File: src/rtl/sad_pkg.sv
// sad_pkg: shared types and helpers
// for the parametrised SAD pipe.
package sad_pkg;

  typedef struct packed {
    logic vld;
    logic acc;
    logic last;
  } sb_t;

  function automatic int clog2(input int n);
    int r;
    r = 0;
    while ((1 << r) < n) r++;
    return r;
  endfunction

  function automatic int rw_of(
    input int w,
    input int np
  );
    return w + clog2(np);
  endfunction

  function automatic int aw_of(
    input int w,
    input int np,
    input int a
  );
    return rw_of(w, np) + a;
  endfunction

  // bit offset of tree level l in the
  // flat bus holding every level's terms
  function automatic int lvl_off(
    input int w,
    input int np,
    input int l
  );
    int o;
    o = 0;
    for (int j = 0; j < l; j++)
      o += (np >> j) * (w + j);
    return o;
  endfunction

  function automatic logic [31:0] sat_add(
    input logic [31:0] a,
    input logic [31:0] b,
    input logic [31:0] m
  );
    logic [32:0] s;
    s = {1'b0, a} + {1'b0, b};
    return (s > {1'b0, m}) ? m : s[31:0];
  endfunction

  function automatic logic sat_ovf(
    input logic [31:0] a,
    input logic [31:0] b,
    input logic [31:0] m
  );
    logic [32:0] s;
    s = {1'b0, a} + {1'b0, b};
    return s > {1'b0, m};
  endfunction

endpackage

File: src/rtl/sad_pipe_stage.sv
// sad_pipe_stage: one pipeline register
// with a valid bit and load logic.
module sad_pipe_stage
  import sad_pkg::*;
#(
  parameter int DW = 8
) (
  input  logic          clk,
  input  logic          rst,
  input  logic [DW-1:0] d,
  input  sb_t           si,
  input  logic          dn_ld,
  output logic [DW-1:0] q,
  output sb_t           so
);

  logic ld;

  assign ld = !so.vld || dn_ld;

  // sideband follows each load; data only moves with a valid beat
  always_ff @(posedge clk) begin
    if (rst) begin
      q  <= '0;
      so <= '0;
    end else if (ld) begin
      so <= si;
      if (si.vld) q <= d;
    end
  end

endmodule

File: src/rtl/sad_pipe_n.sv
// sad_pipe_n: NP-lane SAD with adder tree
// and block accumulate, valid/ready both sides.
module sad_pipe_n
  import sad_pkg::*;
#(
  parameter int W        = 8,
  parameter int NP       = 2,
  parameter int ACC_BITS = 8
) (
  input  logic clk,
  input  logic rst,
  input  logic [NP*W-1:0] x,
  input  logic [NP*W-1:0] y,
  input  logic vld_up,
  input  logic last_up,
  input  logic acc_up,
  output logic sad_rdy,
  output logic [W+clog2(NP)+ACC_BITS-1:0] sad_res,
  output logic sad_vld,
  input  logic rdy_dn,
  output logic zero,
  output logic sat,
  output logic sad_last
);

  localparam int L   = clog2(NP);
  localparam int RW  = rw_of(W, NP);
  localparam int AW  = aw_of(W, NP, ACC_BITS);
  localparam int TOT = lvl_off(W, NP, L + 1);
  localparam logic [31:0] MAXV =
    32'((64'd1 << AW) - 64'd1);

  logic [TOT-1:0] tq;
  sb_t            sb [L+1];
  logic [L:0]     v;
  sb_t            sl;
  logic [RW-1:0]  sum;
  logic           acc_only;
  logic           so_ld;
  logic           take;

  for (genvar l = 0; l <= L; l++) begin : g_lvl
    localparam int N  = NP >> l;
    localparam int TW = W + l;
    localparam int O  = lvl_off(W, NP, l);
    logic [N*TW-1:0] d;
    sb_t             si;
    logic            dn;

    if (l == 0) begin : g_abs
      // per-lane absolute difference
      always_comb begin
        d = '0;
        for (int k = 0; k < NP; k++)
          d[k*W +: W] =
            (x[k*W +: W] > y[k*W +: W]) ?
            x[k*W +: W] - y[k*W +: W] :
            y[k*W +: W] - x[k*W +: W];
      end
      assign si = '{vld: vld_up,
                    acc: acc_up,
                    last: last_up};
    end else begin : g_add
      localparam int P  = lvl_off(W, NP, l - 1);
      localparam int PW = TW - 1;
      // pairwise sum of the previous level
      always_comb begin
        d = '0;
        for (int k = 0; k < N; k++)
          d[k*TW +: TW] =
            TW'(tq[P + 2*k*PW +: PW]) +
            TW'(tq[P + (2*k+1)*PW +: PW]);
      end
      assign si = sb[l-1];
    end

    if (l == L) begin : g_dl
      assign dn = take;
    end else begin : g_dm
      assign dn = take || !(&v[L:l+1]);
    end

    assign v[l] = sb[l].vld;

    sad_pipe_stage #(.DW(N*TW)) u_stg (
      .clk   (clk),
      .rst   (rst),
      .d     (d),
      .si    (si),
      .dn_ld (dn),
      .q     (tq[O +: N*TW]),
      .so    (sb[l])
    );
  end

  assign sl  = sb[L];
  assign sum = tq[TOT-RW +: RW];

  logic [AW-1:0] acc_q;
  logic          acc_sat;
  logic [AW-1:0] sum_x;
  logic [AW-1:0] tot;
  logic          ovf;
  logic [AW:0]   so_d;
  logic [AW:0]   so_q;
  sb_t           so_si;
  sb_t           so_sb;

  assign acc_only = sl.acc && !sl.last;
  assign so_ld    = !so_sb.vld || rdy_dn;
  assign take     = sl.vld && (acc_only || so_ld);
  assign sad_rdy  = !rst && (take || !(&v));

  assign sum_x = AW'(sum);
  assign tot   = AW'(sat_add(32'(acc_q),
                  32'(sum_x), MAXV));
  assign ovf   = sat_ovf(32'(acc_q),
                  32'(sum_x), MAXV);

  // result word: plain sum or closing block total
  always_comb begin
    so_d = {1'b0, sum_x};
    if (sl.acc) so_d = {acc_sat | ovf, tot};
  end

  assign so_si = '{vld: sl.vld && !acc_only,
                   acc: sl.acc,
                   last: sl.last};

  sad_pipe_stage #(.DW(AW+1)) u_so (
    .clk   (clk),
    .rst   (rst),
    .d     (so_d),
    .si    (so_si),
    .dn_ld (rdy_dn),
    .q     (so_q),
    .so    (so_sb)
  );

  // block accumulator, cleared when a block closes
  always_ff @(posedge clk) begin
    if (rst) begin
      acc_q   <= '0;
      acc_sat <= 1'b0;
    end else if (take && sl.acc) begin
      if (sl.last) begin
        acc_q   <= '0;
        acc_sat <= 1'b0;
      end else begin
        acc_q   <= tot;
        acc_sat <= acc_sat | ovf;
      end
    end
  end

  assign sad_res  = so_q[AW-1:0];
  assign sad_vld  = so_sb.vld;
  assign sat      = so_sb.vld && so_q[AW];
  assign sad_last = so_sb.acc && so_sb.last;
  assign zero     = so_sb.vld && (sad_res == '0);

endmodule

File: config.mk
export PLATFORM = sky130hd
export DESIGN_NAME = sad_pipe_n
export DESIGN_NICKNAME = d
export VERILOG_FILES = /design/src/rtl/sad_pkg.sv /design/src/rtl/sad_pipe_stage.sv /design/src/rtl/sad_pipe_n.sv
export SDC_FILE = /design/constraint.sdc
export NUM_CORES = 1
export LEC_CHECK = 0
export CAP_MARGIN = 20
export CELL_PAD_IN_SITES_DETAIL_PLACEMENT = 1
export CELL_PAD_IN_SITES_GLOBAL_PLACEMENT = 2
export CORE_ASPECT_RATIO = 0.8
export CORE_MARGIN = 2
export CORE_UTILIZATION = 38
export DETAILED_ROUTE_END_ITERATION = 16
export DONT_BUFFER_PORTS = 1
export PLACE_DENSITY = 0.78
export SLEW_MARGIN = 10
export SYNTH_ARGS = -nofsm -noshare
export SYNTH_HDL_FRONTEND = slang
export SYNTH_SLANG_ARGS = --single-unit
export TNS_END_PERCENT = 50
File: constraint.sdc
create_clock -name clk -period 2.8 [get_ports clk]
set_input_delay 0.28 -clock clk [delete_from_list [all_inputs] [get_ports clk]]
set_output_delay 0.28 -clock clk [all_outputs]
set_load 0.1 [all_outputs]
==> metrics.txt <==
Distinct cells, synth 64; Tot GR Track Use 20.90%; Synth Register Bits 70; # IOs 60; Placed Cells roughly 800; Layout fillers 1526; buffers added on ports 0; Max Fclk 0.3787 GHz; reg-to-reg endpoint u_so.q[12]; Final Critical Period roughly 2.6 ns; Antenna Cells 0; CTS Buffer Depth 2; R2R depth 11; Most common cell on crit path o31a_1; Post-CTS Resized 0; R2R Path Start acc_q[0]; CP Buf/Inv Count 1; Post-synth EDFFs 0; WS Path Type reg2reg; antenna violations before repair 0; final WL ~14000 microns; cts hold-fix bufs 0; met3 usage 4.455%; Lkg Pwr around 2.5 nW; CTS root buf clkbuf_16; Die H ~110 microns; die area 13720 sq um; largest net degree at the start of global routing 50; Iter 0 DRT Violations between 150 and 200; total power 2.966 mW; power per cell area 537.7 nW/um^2; Top delay family on crit path compound AO/OA/AOI/OAI gates; Peak VDD IR 0.0002834 V; Die Wd ~130 microns; design area about 5500 sq um; vias per cell around 5.4; GRT Residual Overflow 0; cell count after synthesis a little over 600; CTS Buf Count 9; worst skew pair latency 0.34 ns; Pre-Repair DR Iteration Count 4; global-route wire length before repair roughly 23000 microns; Cell Area, Placed roughly 5200 sq um; clk slew on worst S/H paths 0.06 ns; RSZ-0062 raised after global routing false; CTS tree done; Max Fanout on Critical Path 5; Post-DP HPWL around 11000 microns; Crit-path slowest cell fa_1; Sink Count 70; ANT nets after route 0; crit end category register; drt drc 0; Avg Cell Area, Syn between 7 and 8 sq um; vias in the first global route between 4000 and 5000; nets@finish about 710; Area Growth Syn to Fin 13.43%; final hold vios 0; H-tree levels 3; Slew Viols, Final 0; GP Congestion 0.8513; synthesized cell area about 5000 sq um; leading cell type in the layout, fill and taps excluded nand2_1; type of origin of the critical path register; hold endpoint u_so.so[2]; status completed; most frequent cells in the layout nand2_1 (79), dfxtp_1 (70), inv_1 (53); Reg2Reg Setup Slack ~0.16 ns; Synth Flop Type dfxtp_1; Seq/Total Area, Yosys 28.82%; area of the core ~12000 sq um; routed len/inst 17.22 microns; worst-margin pin slew 0.9705 ns; Worst Hold Slack ~0.014 ns; clock skew 0.008868 ns; Final setup viols 0; asr flop ratio synth 0%; synth warn 0; fin cells roughly 800; Hold Path Class in2reg; Global Route met2 Usage a little under a third; initial cell density of the core about two fifths; worst relative slew slack between 30% and 40%; Rows 36; fin crit share 94.32%; worst-path cell chain ha_1, inv_1, fa_1, nor2b_1, o21ai_1, a21boi_1, o31a_1, o31a_1, nand4_1, xnor2_1, a221o_1; via total after detailed routing between 4000 and 5000; M1 GR Usage 30.17%; hold_sp rst; WP data arrival roughly 2.9 ns; setup TNS after final layout 0 ns; fraction of layout cells with a size suffix above 1 11.50%; GR peak layer met2; CP peak stage delay ~0.4 ns; Setup Fix Bufs, Post-CTS 0; cell depth of the worst min-delay path 1; worst setup path start acc_q[0]; CP Data Required Time 3.03 ns; max_cap viols 0; Synth Net Count 699
cell usage after synthesis, types with 4 or more instances:
library cell  instances  share of area [%]
buf_4                17                2.6
a21oi_1              47                4.8
o21ai_0              33                3.4
nand3_1              11                1.1
ha_1                 47                 12
xor2_1                4               0.72
mux2i_1              14                2.9
nor2b_1               9                1.2
nand2b_1              5               0.64
inv_1                53                4.1
a221o_1               4               0.82
nand4_1               8                1.0
o21a_1                8                1.2
nand2_1              79                6.1
a21o_1               10                1.5
nor3_1               14                1.4
dfxtp_1              70                 29
a211oi_1             11                1.7
xnor2_1              18                3.2
fa_1                  6                2.5
a31oi_1               4               0.51
nor2_1               50                3.9
clkbuf_1             15                1.2
nor4_1                8                1.0
a221oi_1              4               0.72
report_power, final:
group / total (mW) / internal [mW] / switching [mW] / leakage [nW]
combinational: 0.591 / 0.237 / 0.355 / 1.76
clock: 1.29 / 0.829 / 0.461 / 0.162
sequential: 1.08 / 1.04 / 0.0394 / 0.570
total: 2.97 / 2.11 / 0.855 / 2.49
final cells by class:
class                      instances  area (sq um)  share of cell area (%)
multi-input combinational        449          3069                   55.65
tap                              171         214.0                   3.879
inverter                          53         198.9                   3.607
sequential                        70          1401                   25.41
clock buffer                      11         252.7                   4.583
timing repair buffer              38         297.8                   5.399
clock inverter                     5         81.33                   1.475
routing by layer:
layer | part of all wire [%] | routed length [microns] | up-vias
met5 | 0 | 0 | -
met4 | 0.97 | 133 | 0
met3 | 4.6 | 627 | 14
met2 | 42 | 5824 | 71
met1 | 52 | 7137 | 2119
li1 | - | - | 2131
worst max path at each step:
stage | endpoint | slack (ns) | cells past startpoint
final | u_so.q[12] | 0.16 | 11
after global routing | u_so.q[12] | 0.002 | 11
after CTS | u_so.q[12] | 0.14 | 11
after detailed placement | g_lvl[0].u_stg.q[7] | 0.11 | 10
after global placement | g_lvl[0].u_stg.q[14] | 0.18 | 9
after floorplan | zero | -0.13 | 3
metrics by stage:
step	util, %	worst slack, ns
5_1_grt	44.69	0.001712
3_3_place_gp	41.98	0.1834
2_1_floorplan	-	-0.1332
3_5_place_dp	41.98	0.1129
6_report	44.69	0.1591
4_1_cts	44.69	0.1381
sequential cells by signal, indices dropped and copies added (netlist names):
signal,flops
g_lvl.u_stg.q,25
u_so.q,18
acc_q,17
g_lvl.u_stg.so,6
u_so.so,3
acc_sat,1
kinds of logic after synthesis:
kind of cell	after synthesis	synth area share (%)
AO/OA/AOI/OAI	156	21.64
XOR/XNOR	22	3.963
adder cells (fa/ha/maj)	53	14.57
buffers and inverters	89	8.363
flip-flops	70	28.82
multiplexers	18	3.886
AND/OR/NAND/NOR	200	18.76
No activity file was read; power rests on OpenSTA's default activity.
